==> src/rtl/wb_bus_watchdog.sv <==
// Wishbone bus-timeout guard: forwards classic cycles between the CPU and the intercon with zero latency.
// A transfer left unterminated for TIMEOUT clocks is aborted, and the fault address, direction and count are recorded.
module wb_bus_watchdog #(
    parameter int             AW           = 32,
    parameter int             DW           = 32,
    parameter int             TIMEOUT      = 1024,
    parameter logic [DW-1:0]  TIMEOUT_DATA = DW'(32'hDEAD_BEEF)
) (
    input  logic              wb_clk,
    input  logic              wb_rst,
    input  logic [AW-1:0]     wbs_adr_i,
    input  logic [DW-1:0]     wbs_dat_i,
    input  logic [DW/8-1:0]   wbs_sel_i,
    input  logic              wbs_we_i,
    input  logic              wbs_cyc_i,
    input  logic              wbs_stb_i,
    output logic [DW-1:0]     wbs_dat_o,
    output logic              wbs_ack_o,
    output logic              wbs_err_o,
    output logic [AW-1:0]     wbm_adr_o,
    output logic [DW-1:0]     wbm_dat_o,
    output logic [DW/8-1:0]   wbm_sel_o,
    output logic              wbm_we_o,
    output logic              wbm_cyc_o,
    output logic              wbm_stb_o,
    input  logic [DW-1:0]     wbm_dat_i,
    input  logic              wbm_ack_i,
    input  logic              wbm_err_i,
    output logic              timeout_o,
    output logic [AW-1:0]     fault_adr_o,
    output logic              fault_we_o,
    output logic [7:0]        fault_cnt_o,
    input  logic              fault_clr_i
);
    localparam int CW = $clog2(TIMEOUT + 1);

    typedef enum logic [1:0] {IDLE, WAIT, ABORT, DRAIN} state_t;

    state_t          state_q, state_d;
    logic [CW-1:0]   cnt_q, cnt_d, cnt_inc;
    logic [AW-1:0]   fault_adr_q, fault_adr_d;
    logic            fault_we_q, fault_we_d;
    logic [7:0]      fault_cnt_q, fault_cnt_d;
    logic            req, abort;

    assign wbm_adr_o   = wbs_adr_i;
    assign wbm_dat_o   = wbs_dat_i;
    assign wbm_sel_o   = wbs_sel_i;
    assign wbm_we_o    = wbs_we_i;
    assign fault_adr_o = fault_adr_q;
    assign fault_we_o  = fault_we_q;
    assign fault_cnt_o = fault_cnt_q;

    assign req     = wbs_cyc_i & wbs_stb_i;
    assign cnt_inc = cnt_q + CW'(1);
    assign abort   = (state_q == ABORT);

    always_comb begin
        state_d   = state_q;
        cnt_d     = cnt_q;
        wbm_cyc_o = 1'b0;
        wbm_stb_o = 1'b0;
        wbs_ack_o = 1'b0;
        wbs_err_o = 1'b0;
        wbs_dat_o = wbm_dat_i;
        timeout_o = 1'b0;
        case (state_q)
            IDLE, WAIT: begin
                wbm_cyc_o = wbs_cyc_i;
                wbm_stb_o = wbs_stb_i;
                wbs_ack_o = wbm_ack_i;
                wbs_err_o = wbm_err_i;
                if (req && !(wbm_ack_i || wbm_err_i)) begin
                    cnt_d   = cnt_inc;
                    state_d = (cnt_inc == CW'(TIMEOUT)) ? ABORT : WAIT;
                end else begin
                    cnt_d   = '0;
                    state_d = IDLE;
                end
            end
            // picorv32_wb has no err input, so ack accompanies err to release the CPU.
            ABORT: begin
                wbs_ack_o = 1'b1;
                wbs_err_o = 1'b1;
                wbs_dat_o = TIMEOUT_DATA;
                timeout_o = 1'b1;
                cnt_d     = '0;
                state_d   = DRAIN;
            end
            DRAIN: begin
                if (!wbs_stb_i) state_d = IDLE;
            end
            default: state_d = IDLE;
        endcase
    end

    always_comb begin
        fault_adr_d = fault_adr_q;
        fault_we_d  = fault_we_q;
        fault_cnt_d = fault_cnt_q;
        if (abort) begin
            fault_adr_d = wbs_adr_i;
            fault_we_d  = wbs_we_i;
        end
        // A clear coinciding with an abort still counts that abort.
        if (fault_clr_i) begin
            fault_cnt_d = abort ? 8'd1 : 8'd0;
        end else if (abort && fault_cnt_q != 8'hFF) begin
            fault_cnt_d = fault_cnt_q + 8'd1;
        end
    end

    always_ff @(posedge wb_clk or posedge wb_rst) begin
        if (wb_rst) begin
            state_q     <= IDLE;
            cnt_q       <= '0;
            fault_adr_q <= '0;
            fault_we_q  <= 1'b0;
            fault_cnt_q <= 8'd0;
        end else begin
            state_q     <= state_d;
            cnt_q       <= cnt_d;
            fault_adr_q <= fault_adr_d;
            fault_we_q  <= fault_we_d;
            fault_cnt_q <= fault_cnt_d;
        end
    end
endmodule

==> config.mk <==
export PLATFORM = sky130hd
export DESIGN_NAME = wb_bus_watchdog
export DESIGN_NICKNAME = d
export VERILOG_FILES = /design/src/rtl/wb_bus_watchdog.sv
export SDC_FILE = /design/constraint.sdc
export NUM_CORES = 1
export LEC_CHECK = 0
export CAP_MARGIN = 25
export CORE_MARGIN = 5
export CORE_UTILIZATION = 36
export CTS_CLUSTER_SIZE = 30
export DETAILED_ROUTE_END_ITERATION = 6
export GPL_ROUTABILITY_DRIVEN = 0
export PLACE_DENSITY = 0.87
export RECOVER_POWER = 25
export SETUP_SLACK_MARGIN = 0.3
export SLEW_MARGIN = 15
export SYNTH_ARGS = -nofsm -noshare
export SYNTH_HDL_FRONTEND = slang
export SYNTH_SLANG_ARGS = --single-unit
==> constraint.sdc <==
create_clock -name wb_clk -period 2.89 [get_ports wb_clk]
set_input_delay 0.289 -clock wb_clk [delete_from_list [all_inputs] [get_ports wb_clk]]
set_output_delay 0.289 -clock wb_clk [all_outputs]
set_load 0.02 [all_outputs]
# Yosys cells after proc, flatten, opt, wreduce, memory -nomap -nowiden
# Index checks and enable logic that the tools add are counted.
[word_totals] word_cells=37 in_bits=108 output_inout_bits=147 ff_bits=54
[op_classes] mux=15 bitwise_logic=1 add_sub_neg=2 n_reduce_logical=8 n_eq_ne=6
[op_table] operator="32-bit two-way mux" count=1
[op_table] operator="11-bit one-hot mux with 2 select lines" count=1
[op_table] operator="8-bit two-way mux" count=2
[op_table] operator="11-bit by 1-bit adder with 11-bit output (second input constant)" count=1
[op_table] operator="11-bit == test (second input constant)" count=1
[op_table] operator="11-bit two-way mux" count=1
[op_table] operator="8-bit by 1-bit adder with 8-bit output (second input constant)" count=1
[op_table] operator="8-bit != test (second input constant)" count=1
[op_table] operator="2-bit two-way mux" count=3
[op_table] operator="2-bit one-hot mux with 3 select lines" count=1
[op_table] operator="2-bit == test (second input constant)" count=2
[op_table] operator="1-bit two-way mux" count=4
[op_table] operator="1-bit one-hot mux with 2 select lines" count=2
[op_table] operator="2-bit nonzero test" count=2
[op_table] operator="2-bit by 1-bit == test with 1-bit output (second input constant)" count=1
[op_table] operator="1-bit logical AND" count=2
[op_table] operator="2-bit logical NOT" count=1
[op_table] operator="2-bit != test (second input constant)" count=1
[op_table] operator="2-bit OR reduction" count=1
[op_table] operator="1-bit bitwise AND" count=1
[op_table] operator="1-bit logical NOT" count=1
[op_table] operator="1-bit logical OR" count=1

# Depth between registers and ports, before layout
[depth] ltp_word=5 mapped_depth=6 ltp_nobuf=6

# Worst setup path before layout
# OpenSTA, ideal clock, no wires.
[synth_path] path_type="reg2out" start="reg state_q[1]" end="out wbs_ack_o" arrival_time_ns=1.397 slack_ns=1.204 required_time_ns=2.601 stages_incl_launch_ff=6 path_buffers=3 path_cell_list="dfrtp_1 > nand2b_1 > buf_2 > buf_2 > buf_1 > o21ai_0"
[synth_between] elab_chain_len=3 elab_cells_between_ends=5 classes_between="eq/ne: 2; mux: 1; reduce/logical: 2"
[synth_rtl] element="start, declared" line_no="39" source="state_t state_q, state_d;"
[synth_rtl] element="start signal, assigned" line_no="121" source="state_q <= state_d;"
[synth_rtl] element="2-bit by 1-bit == test with 1-bit output / 2-bit logical NOT (equally long branches)" line_no="67" source="case (state_q)"
[synth_rtl] element="2-bit OR reduction" line_no="67"
[synth_rtl] element="1-bit one-hot mux with 2 select lines *" line_no="67"
[synth_rtl] element="end, declared" line_no="18" source="output logic wbs_ack_o,"
# Every way passes the cells marked *; elsewhere a longest branch is shown, timed or not.

# Worst setup path in the final report
[layout_path] start="reg state_q[1]" end="out wbs_dat_o[18]"
[layout_between] elab_chain_len=2
[layout_rtl] element="2-bit == test" line_no="67"
[layout_rtl] element="32-bit two-way mux" line_no="67"
[layout_rtl] element="end, declared" line_no="17" source="output logic [DW-1:0] wbs_dat_o,"
# No other way between the ends.

==> summary.txt <==
status - finished clean
initial antenna violation count - 0
CORE AREA - 0.00864 sq mm
pwr/cell area - 466 mW/mm^2
worst setup path startpoint - state_q[1]$_DFFE_PP0P_
die height - 103 microns
Syn Nets - 483
hpwl dp - 7.68 mm
num rows - 34
DR top layer - met4
die width - 103 microns
Setup Fix Bufs, Post-CTS - 0
Fin. Hold Viols - 0
unrepaired setup endpoints after global routing - false
layout cells sized above 1 - 0.0351
flops & latches, synth - 54
kind of end point of the critical path - output pin
Setup TNS - 0 ns
GRT overflow - 0
worst vdd ir - 0.297 mV
M1 WL - 3.64 mm
root buffer cell - clkbuf_8
area leader, netlist - dfrtp_1
clock buffer count from CTS - 5
routed vias/inst - 4.70
Final WS setup - 0.550 ns
Fin Hold WS - 0.481 ns
drt first pass iters - 4
final setup violation count - 0
post-synth top area share - 0.430
placed instance area - 0.00457 sq mm
1st-iter DRT viols - 75
Worst EP arrival - 2.05 ns
per-cell routed wire length - 16.0 microns
post-synth cell types - 37
Pins Over Slew Limit - 0
vias in the first global route - 2709
worst hold stages - 2
Lkg Pwr - 0.00210 uW
critical path endpoint - wbs_dat_o[18]
Worst Clk Skew - 0.00529 ns
GRT Overall Usage - 0.159
Nets - 594
Reg clk slew, reported paths - 0.10 ns
Post-CTS Hold Buffers - 0
Period Utilization, post-route - 0.810
Post-DRT Antenna Nets - 0
Diodes inserted - 0
Post-Syn Instances - 373
first-pass GRT wire length - 13.5 mm
Die ar. - 0.0107 sq mm
wire length on met2 - 4.85 mm
CTS H-tree lvls - 2
Worst R2R End - cnt_q[6]$_DFFE_PP0P_
post-route minimum period - 2.34 ns
FF-to-FF Start - state_q[1]$_DFFE_PP0P_
clk sinks - 54
Max FO, Critical Path - 35
Post-route DRC - 0
largest net degree at the start of global routing - 36
synth warn - 0
# IOs - 255
WL final - 9.48 mm
Clock Path Buffers - 2
R2R cell count - 3
DR WL met3 - 963 microns
CTS tree - done
Max Clk Rate - 427 MHz
Initial Utilization - 0.364
vias after detailed routing - 2786
Pwr Total - 2170 uW
worst endpoint required time - 2.60 ns
top post-synthesis cells by area - dfrtp_1, buf_4, nand2_1
Worst-Margin Slew - 1.00 ns
FF-to-FF setup slack - 0.96 ns
IO Port Bufs - 182
Area Growth Syn to Fin - 48.5%
Post-Syn Area - 0.00314 sq mm
WS Path Type - register to output pin
crit path launch type - register
final instance area - 0.00467 sq mm
Hold WC Path Type - register to register
Worst-Skew Late Latency - 0.30 ns
Max-cap violations - 0
Worst slew margin - 0.331
sequential area share after synthesis - 0.430
average size of a mapped cell - 8.43 sq um
Setup WS pre-CTS - 0.623 ns
PostCTS Resize Cnt - 1
[worst min-delay path by stage]
| stage | startpoint | end |
|---|---|---|
| 5_1_grt | fault_adr_o[30]$_DFFE_PP0P_ | fault_adr_o[30]$_DFFE_PP0P_ |
| 6_report | fault_adr_o[21]$_DFFE_PP0P_ | fault_adr_o[21]$_DFFE_PP0P_ |
| 3_5_place_dp | fault_adr_o[15]$_DFFE_PP0P_ | fault_adr_o[15]$_DFFE_PP0P_ |
| 2_1_floorplan | wbs_adr_i[0] | fault_adr_o[0]$_DFFE_PP0P_ |
| 4_1_cts | wb_rst | fault_cnt_o[2]$_DFFE_PP0P_ |
| 3_3_place_gp | fault_adr_o[11]$_DFFE_PP0P_ | fault_adr_o[11]$_DFFE_PP0P_ |
[report_power, final]
part / internal, uW / leakage (uW) / switching [uW]
Combinational: 404 / 0.00135 / 392
Sequential: 858 / 0.000693 / 57.4
Clock: 220 / 0.0000544 / 243
Total: 1480 / 0.00210 / 692
[metal layers]
metal / GRT usage / vias up
li1: - / 1337
met1: 0.195 / 1313
met2: 0.282 / 130
met3: 0.0463 / 6
met4: 0.0259 / 0
met5: 0 / -
[kinds of logic after synthesis]
family / Yosys count / share of synthesized area
xor gates and xnor gates: 8 / 0.0223
muxes: 2 / 0.00637
adders and majority gates: 2 / 0.00796
buffers and inverters: 92 / 0.196
DFF: 54 / 0.430
and+or+nand+nor: 183 / 0.267
AOI/OAI and AO/OA: 32 / 0.0704
[cells in the final DEF, fill, tap and decap left out, types with 4 or more instances in the layout]
cell and n:
clkdlybuf4s50_1 181, nand2_1 114, dfrtp_1 54, nand2b_1 26
o21ai_0 14, and2_1 10, nor2_1 8, xor2_1 7
clkbuf_8 7, inv_1 6, nand4_1 5, and3_1 5
buf_4 5, nor2b_1 4, nand3_1 4, o31ai_1 4
o21ai_1 4
[cell usage after synthesis (all sizes together)]
cell type	count
o31ai	4
a41oi	1
nor2	8
a211oi	1
and2	10
a22o	1
nor3	2
xnor2	1
a21oi	2
nand3	4
and3	5
o41ai	1
clkinv	1
ha	2
a211o	1
a21o	1
o21a	1
xor2	7
clkbuf	10
mux2i	2
and4	2
nor2b	4
o21ai	18
nand4	5
nor4	1
nand2	114
buf	75
inv	6
nor3b	1
nand2b	27
a221oi	1
dfrtp	54
[registers in the layout, indices dropped and copies added (netlist names)]
name and count:
cnt_q 11, fault_cnt_o 8, state_q 2, fault_adr_o 32
fault_we_o 1
[area by class of cell]
class	instances	area (sq um)
repair buffers	189	1870
fillers	747	3970
inverters	7	26.3
clock inverters	1	8.76
flip-flops and latches	54	1350
multi-input cells	227	1180
clock buffers	7	96.3
well taps	108	135
[metrics by stage]
| stage | std cells | util |
|---|---|---|
| 2_1_floorplan | 373 | - |
| 3_3_place_gp | 585 | 0.529 |
| 3_5_place_dp | 585 | 0.529 |
| 4_1_cts | 593 | 0.542 |
| 5_1_grt | 593 | 0.541 |
| 6_report | 593 | 0.541 |
[critical path, cell delays in order, from the launching register on]
cell and delay [ns]:
dfrtp_1 0.50, nand2b_4 0.26, buf_4 0.28, nand2b_1 0.08, clkdlybuf4s50_1 0.61
Note: power is estimated with default switching activity, not from simulation.
